## config.mk

```make
export PLATFORM = sky130hd
export DESIGN_NAME = idx_prefix_sequencer
export DESIGN_NICKNAME = d
export VERILOG_FILES = /design/src/rtl/idx_prefix_sequencer.sv
export SDC_FILE = /design/constraint.sdc
export NUM_CORES = 1
export LEC_CHECK = 0
export CAP_MARGIN = 20
export CORE_ASPECT_RATIO = 0.75
export CORE_MARGIN = 8
export CORE_UTILIZATION = 47
export CTS_CLUSTER_DIAMETER = 30
export CTS_CLUSTER_SIZE = 8
export DETAILED_ROUTE_END_ITERATION = 12
export PLACE_DENSITY = 0.81
export SYNTH_ARGS = -nofsm -noshare
export SYNTH_HDL_FRONTEND = slang
export SYNTH_SLANG_ARGS = --single-unit
```

## constraint.sdc

```tcl
create_clock -name clk -period 3.6 [get_ports clk]
set_clock_uncertainty 0.05 [all_clocks]
set_input_delay 1.08 -clock clk [delete_from_list [all_inputs] [get_ports clk]]
set_output_delay 1.08 -clock clk [all_outputs]
set_load 0.02 [all_outputs]
```

## src/rtl/idx_prefix_sequencer.sv

```systemverilog
// Sequencer for DD/FD indexed instructions: consumes opcode/operand bytes after a prefix and
// issues one decoded command. Optional macro IDX_PREFIX_CHAIN_EN: a prefix in OPC re-selects the index.
module idx_prefix_sequencer #(
   parameter  int NUM_IDX = 2,
   parameter  int ADDR_W  = 16,
   localparam int SEL_W   = (NUM_IDX > 1) ? $clog2(NUM_IDX) : 1
) (
   input  logic                      clk,
   input  logic                      reset,
   input  logic                      prefix_valid,
   input  logic [SEL_W-1:0]          prefix_sel,
   input  logic                      byte_valid,
   input  logic [7:0]                byte_data,
   output logic                      byte_ready,
   input  logic [NUM_IDX*ADDR_W-1:0] idx_value,
   output logic                      cmd_valid,
   input  logic                      cmd_ready,
   output logic [2:0]                cmd_op,
   output logic [SEL_W-1:0]          cmd_idx,
   output logic [15:0]               cmd_imm,
   output logic [ADDR_W-1:0]         cmd_ea,
   output logic                      illegal
);

   typedef enum logic [2:0] {S_IDLE, S_OPC, S_OPR0, S_OPR1, S_ISSUE} state_t;

   typedef enum logic [2:0] {
      OP_LD_NN  = 3'd0,
      OP_LD_IND = 3'd1,
      OP_ST_IND = 3'd2,
      OP_INC    = 3'd3,
      OP_DEC    = 3'd4,
      OP_ST_N   = 3'd5
   } op_t;

   state_t             state_q, state_d;
   op_t                op_q, op_d;
   logic [SEL_W-1:0]   sel_q, sel_d;
   logic [15:0]        imm_q, imm_d;
   logic [ADDR_W-1:0]  ea_q, ea_d;
   logic               illegal_q, illegal_d;

   logic               xfer;
   logic [ADDR_W-1:0]  idx_sel;
   logic [ADDR_W-1:0]  d_ext;

   // Out-of-range selectors fall back to index 0.
   function automatic logic [SEL_W-1:0] clamp_sel(input logic [SEL_W-1:0] s);
      return (int'(s) >= NUM_IDX) ? '0 : s;
   endfunction

   assign byte_ready = (state_q == S_OPC) || (state_q == S_OPR0) || (state_q == S_OPR1);
   assign cmd_valid  = (state_q == S_ISSUE);
   assign xfer       = byte_valid && byte_ready;
   assign idx_sel    = idx_value[int'(sel_q)*ADDR_W +: ADDR_W];
   assign d_ext      = {{(ADDR_W-8){byte_data[7]}}, byte_data};

   assign cmd_op  = op_q;
   assign cmd_idx = sel_q;
   assign cmd_imm = imm_q;
   assign cmd_ea  = ea_q;
   assign illegal = illegal_q;

   always_comb begin
      // NOTE: every next-state signal gets its hold value first, so no path leaves one
      // unassigned and no latch is inferred.
      state_d   = state_q;
      op_d      = op_q;
      sel_d     = sel_q;
      imm_d     = imm_q;
      ea_d      = ea_q;
      illegal_d = 1'b0;

      unique case (state_q)
         S_IDLE: begin
            if (prefix_valid) begin
               sel_d   = clamp_sel(prefix_sel);
               op_d    = OP_LD_NN;
               imm_d   = '0;
               ea_d    = '0;
               state_d = S_OPC;
            end
         end
         S_OPC: begin
`ifdef IDX_PREFIX_CHAIN_EN
            if (prefix_valid) sel_d = clamp_sel(prefix_sel);
`endif
            if (xfer) begin
               state_d = S_OPR0;
               case (byte_data)
                  8'h21:   op_d = OP_LD_NN;
                  8'h2A:   op_d = OP_LD_IND;
                  8'h22:   op_d = OP_ST_IND;
                  8'h34:   op_d = OP_INC;
                  8'h35:   op_d = OP_DEC;
                  8'h36:   op_d = OP_ST_N;
                  default: begin
                     illegal_d = 1'b1;
                     state_d   = S_IDLE;
                  end
               endcase
            end
         end
         S_OPR0: begin
            if (xfer) begin
               if (op_q == OP_INC || op_q == OP_DEC) begin
                  ea_d    = idx_sel + d_ext;
                  state_d = S_ISSUE;
               end else if (op_q == OP_ST_N) begin
                  ea_d    = idx_sel + d_ext;
                  state_d = S_OPR1;
               end else begin
                  imm_d[7:0] = byte_data;
                  state_d    = S_OPR1;
               end
            end
         end
         S_OPR1: begin
            if (xfer) begin
               if (op_q == OP_ST_N) imm_d = {8'h00, byte_data};
               else                 imm_d[15:8] = byte_data;
               state_d = S_ISSUE;
            end
         end
         S_ISSUE: begin
            if (cmd_ready) state_d = S_IDLE;
         end
         default: state_d = S_IDLE;
      endcase
   end

   always_ff @(posedge clk) begin
      // NOTE: state registers use non-blocking assignments so every flop samples the
      // pre-edge values regardless of statement order.
      if (reset) begin
         state_q   <= S_IDLE;
         op_q      <= OP_LD_NN;
         sel_q     <= '0;
         imm_q     <= '0;
         ea_q      <= '0;
         illegal_q <= 1'b0;
      end else begin
         state_q   <= state_d;
         op_q      <= op_d;
         sel_q     <= sel_d;
         imm_q     <= imm_d;
         ea_q      <= ea_d;
         illegal_q <= illegal_d;
      end
   end

endmodule

```

==> flow_results.org <==
** Job
- Max-cap viol count :: 0

** Clock network
- Library cell used as clock root buffer :: clkbuf_8
- TritonCTS sink count :: 40
- TritonCTS buffer count :: 5
- No sink is reached through more buffers than the 2 on the longest clock path.
- CTS H-tree lvls :: 2
- TritonCTS built the clock tree.
- Worst skew pair latency :: 0.29 ns
- Clock-pin slew was measured on the worst setup and hold paths at 0.08 ns.

** Worst setup path
- The worst register-to-register path ends at cmd_ea[15].
- The slowest stage of the critical path is the fa_1 cell.
- Cells traversed along the worst timing path :: clkdlybuf4s50_1 -> mux2_2 -> ha_1 -> fa_1 -> a211oi_2 -> o21bai_1 -> a31o_2 -> a21oi_1 -> xor2_1 -> o21ai_0
- Sort of element at the end of the critical path :: register
- Worst Path Buf+Inv :: 1
- In this run the critical register-to-register path is launched from cmd_idx.
- Critical Path Max Stage Delay :: 0.45 ns
- Top Family by Delay on Critical Path :: compound AO/OA/AOI/OAI gates
- Worst reg-to-reg path cell count :: 9
- Maximum net fanout on the critical path :: 3
- For the worst setup path, the data arrival time is 3.52 ns.
- Data required, critical path :: 3.72 ns
- Path type of the worst setup path :: in2reg
- Type of origin of the critical path :: input port
- In this run the register-to-register setup slack is 0.60 ns.

** Cells and area
- Final #Nets :: 487
- Non-Filler Cell Area, Final :: 3701 sq um
- Area growth from synthesis to final layout :: 41.87%
- Utilization after layout :: 0.6914
- Share of cells above drive strength 1 :: 0.1174
- The repair_antennas step left the layout with diodes totalling 0.

** STA
- On the final layout, the worst hold slack is 0.4032 ns.
- Setup violations remaining at the end of the flow were counted as 0.
- Setup repair after global routing left no endpoint under its margin.
- The worst pin sits at a relative slew slack of 0.5195.
- At the pin with the least slew margin, the transition time is 0.7160 ns.
- Min Clock Period, post-route :: 3.398 ns
- In the final timing run, aggregate negative setup slack is 0 ns.
- The final count of pins violating max slew is 0.
- Final worst-path cycle share :: 0.9438
- Hold violation count in the final report :: 0
- For this run, the top clock speed supported by timing is 0.2943 GHz.

** Floorplanning
- For this configuration, the core starts out at a cell density of 0.4874.
- The floorplan step defined a die boundary enclosing 8215 sq um.
- The die is 80.52 microns tall.
- In this run the count of I/O pins placed on the die edge is 85.
- The core region is 5353 sq um.
- The die is 102.0 microns wide.
- Number of placement rows :: 23

** Synthesis
- Average cell area after synthesis :: 7.787 sq um
- Synthesis instantiated 48 different standard cells from the library.
- Most frequent cell after synthesis :: nand2_1
- In the synthesized netlist, the cells that appear most often are nand2_1 (51), a21oi_1 (41), dfxtp_1 (40), nor2_1 (22), o21ai_0 (20).
- After synthesis the netlist holds a flip-flop and latch count of 40.
- Gate Count Post-Synth :: 335
- For this run, the register share of the synthesized area comes to 0.3070.
- The share of synthesized area in the top cell type comes to 0.3070.
- In this run, synthesis inferred 0 flip-flops with an integrated enable.
- YS warnings :: 0
- Of all flip-flops after synthesis, the portion carrying an async set or reset was 0.
- Summed over all instances, the cell type with the most area after synthesis is dfxtp_1.
- The mapped netlist covers 2609 sq um.
- The number of nets in the synthesized netlist is 397.
- Ranked by total cell area, the synthesized netlist is headed by dfxtp_1 (31%), a21oi_1 (7.9%), nand2_1 (7.3%).
- For this run, the leading register cell type out of synthesis is dfxtp_1.

** Placed design
- Port buffering added 84 buffers.
- Placement Cell Area :: 3595 sq um
- Last weighted congestion value of the routability-driven placer :: 1.011
- Final HPWL DP :: 6594 microns

** Hold path
- Cells on Worst Hold Path :: 2
- In this run the most critical hold path is launched from cmd_imm[12].
- In this run the worst hold path is classified as reg2reg.
- The worst hold path terminates at cmd_imm[12].

** Global routing
- The number of global-route vias before repair is 2647.
- After global routing the overflow that remains totals 0.
- Entering global routing, the biggest net connects 23 pins.
- The initial antenna violation count was 0.
- The first global-routing pass estimated 13220 microns of wire.
- In the global route stage, overall resource usage came out at 0.2025.

** Route
- First-pass iteration count of the detailed router :: 4
- Total via count after detailed routing :: 2843
- In the routed design, unresolved DRC markers number 0.
- Via density :: 5.675
- Wires add up to 8358 microns.
- 1st-iter DRT viols :: 189
- Final antenna-violating net count :: 0
- Post-DR wirelength/cell :: 16.68 microns

** Pwr
- Across the VDD grid, the largest voltage drop is 0.1924 mV.
- Power spread over the standard cell area amounts to 295.4 nW/um^2.
- For this design the static power due to leakage is 1.364 nW.

** Status
- The run finished with clean final reports.
## routing by layer
metal,track usage,vias to the layer above,share of wire
met5,0,-,0
met4,0.07153,0,0.014
met3,0.03886,11,0.080
met2,0.3178,129,0.45
met1,0.2689,1322,0.45
li1,-,1381,-
## worst reg2reg max path: stages, from the launching register on
cell and delay [ns]:
dfxtp_1 0.64, buf_4 0.23, mux2_2 0.35, ha_1 0.42, o211ai_1 0.14, nand2_1 0.13
o311ai_2 0.15, a31oi_1 0.46, o211a_1 0.25, nand3_1 0.08
## flip-flops by register name, indices dropped and copies added (netlist names)
| name | flops |
|---|---|
| cmd_ea | 16 |
| cmd_imm | 16 |
| cmd_op | 3 |
| state_q | 3 |
| cmd_idx | 1 |
| illegal | 1 |
## worst max path at each step
stage,from,cells after the start,endpoint
global placement,idx_value[16],10,cmd_ea[8]
global route,idx_value[16],10,cmd_ea[8]
floorplan,idx_value[16],9,cmd_ea[8]
CTS,idx_value[16],10,cmd_ea[15]
detailed placement,idx_value[16],10,cmd_ea[8]
finish,idx_value[16],10,cmd_ea[8]
## layout make-up
| type | count | area, sq um |
|---|---|---|
| Multi-Input combinational cell | 273 | 1733 |
| Fill cell | 460 | 1652 |
| Timing Repair Buffer | 100 | 960.9 |
| Sequential cell | 40 | 800.8 |
| Tap cell | 75 | 93.84 |
| Clock buffer | 7 | 86.33 |
| Inverter | 5 | 18.77 |
| Clock inverter | 1 | 7.507 |
## report_power, final
part,leakage (nW),internal (mW),switching (mW)
Combinational,0.997,0.155,0.164
Clock,0.0445,0.156,0.167
Sequential,0.323,0.444,0.00661
## layout by cell type (no fill, tap or decap), types with 7 or more instances in the layout
cell / netlist / final
nand2_1: 51 / 51
xnor2_1: 8 / 8
nor3_1: 7 / 7
nand3_1: 14 / 14
mux2_2: 15 / 15
ha_1: 15 / 15
a21oi_1: 41 / 41
dfxtp_1: 40 / 40
buf_4: 0 / 16
nor2_1: 22 / 22
o21ai_0: 20 / 20
clkdlybuf4s50_1: 0 / 84
## stage by stage
stage,cells,setup slack (ns),total power [mW]
2_1_floorplan,335,0.4651,0.6470
3_3_place_gp,493,-0.04400,0.7609
3_5_place_dp,493,-0.1766,0.7684
4_1_cts,501,0.01547,1.082
5_1_grt,501,0.05358,1.141
6_report,501,0.2022,1.093
## timing repair
| item | CTS | global route |
|---|---|---|
| endpoints found under the setup margin | 0 | 4 |
| resized for setup | 0 | 3 |
| hold buffers | 0 | 0 |
| setup buffers | 0 | 0 |
## kinds of logic after synthesis
logic type | synth area share
adder cells (fa/ha/maj) | 0.07962
multiplexers | 0.06858
XOR/XNOR | 0.04700
buffers and inverters | 0.03358
AND/OR/NAND/NOR | 0.2408
flip-flops | 0.3070
AO/OA/AOI/OAI | 0.2235
No activity file was read; power rests on OpenSTA's default activity.
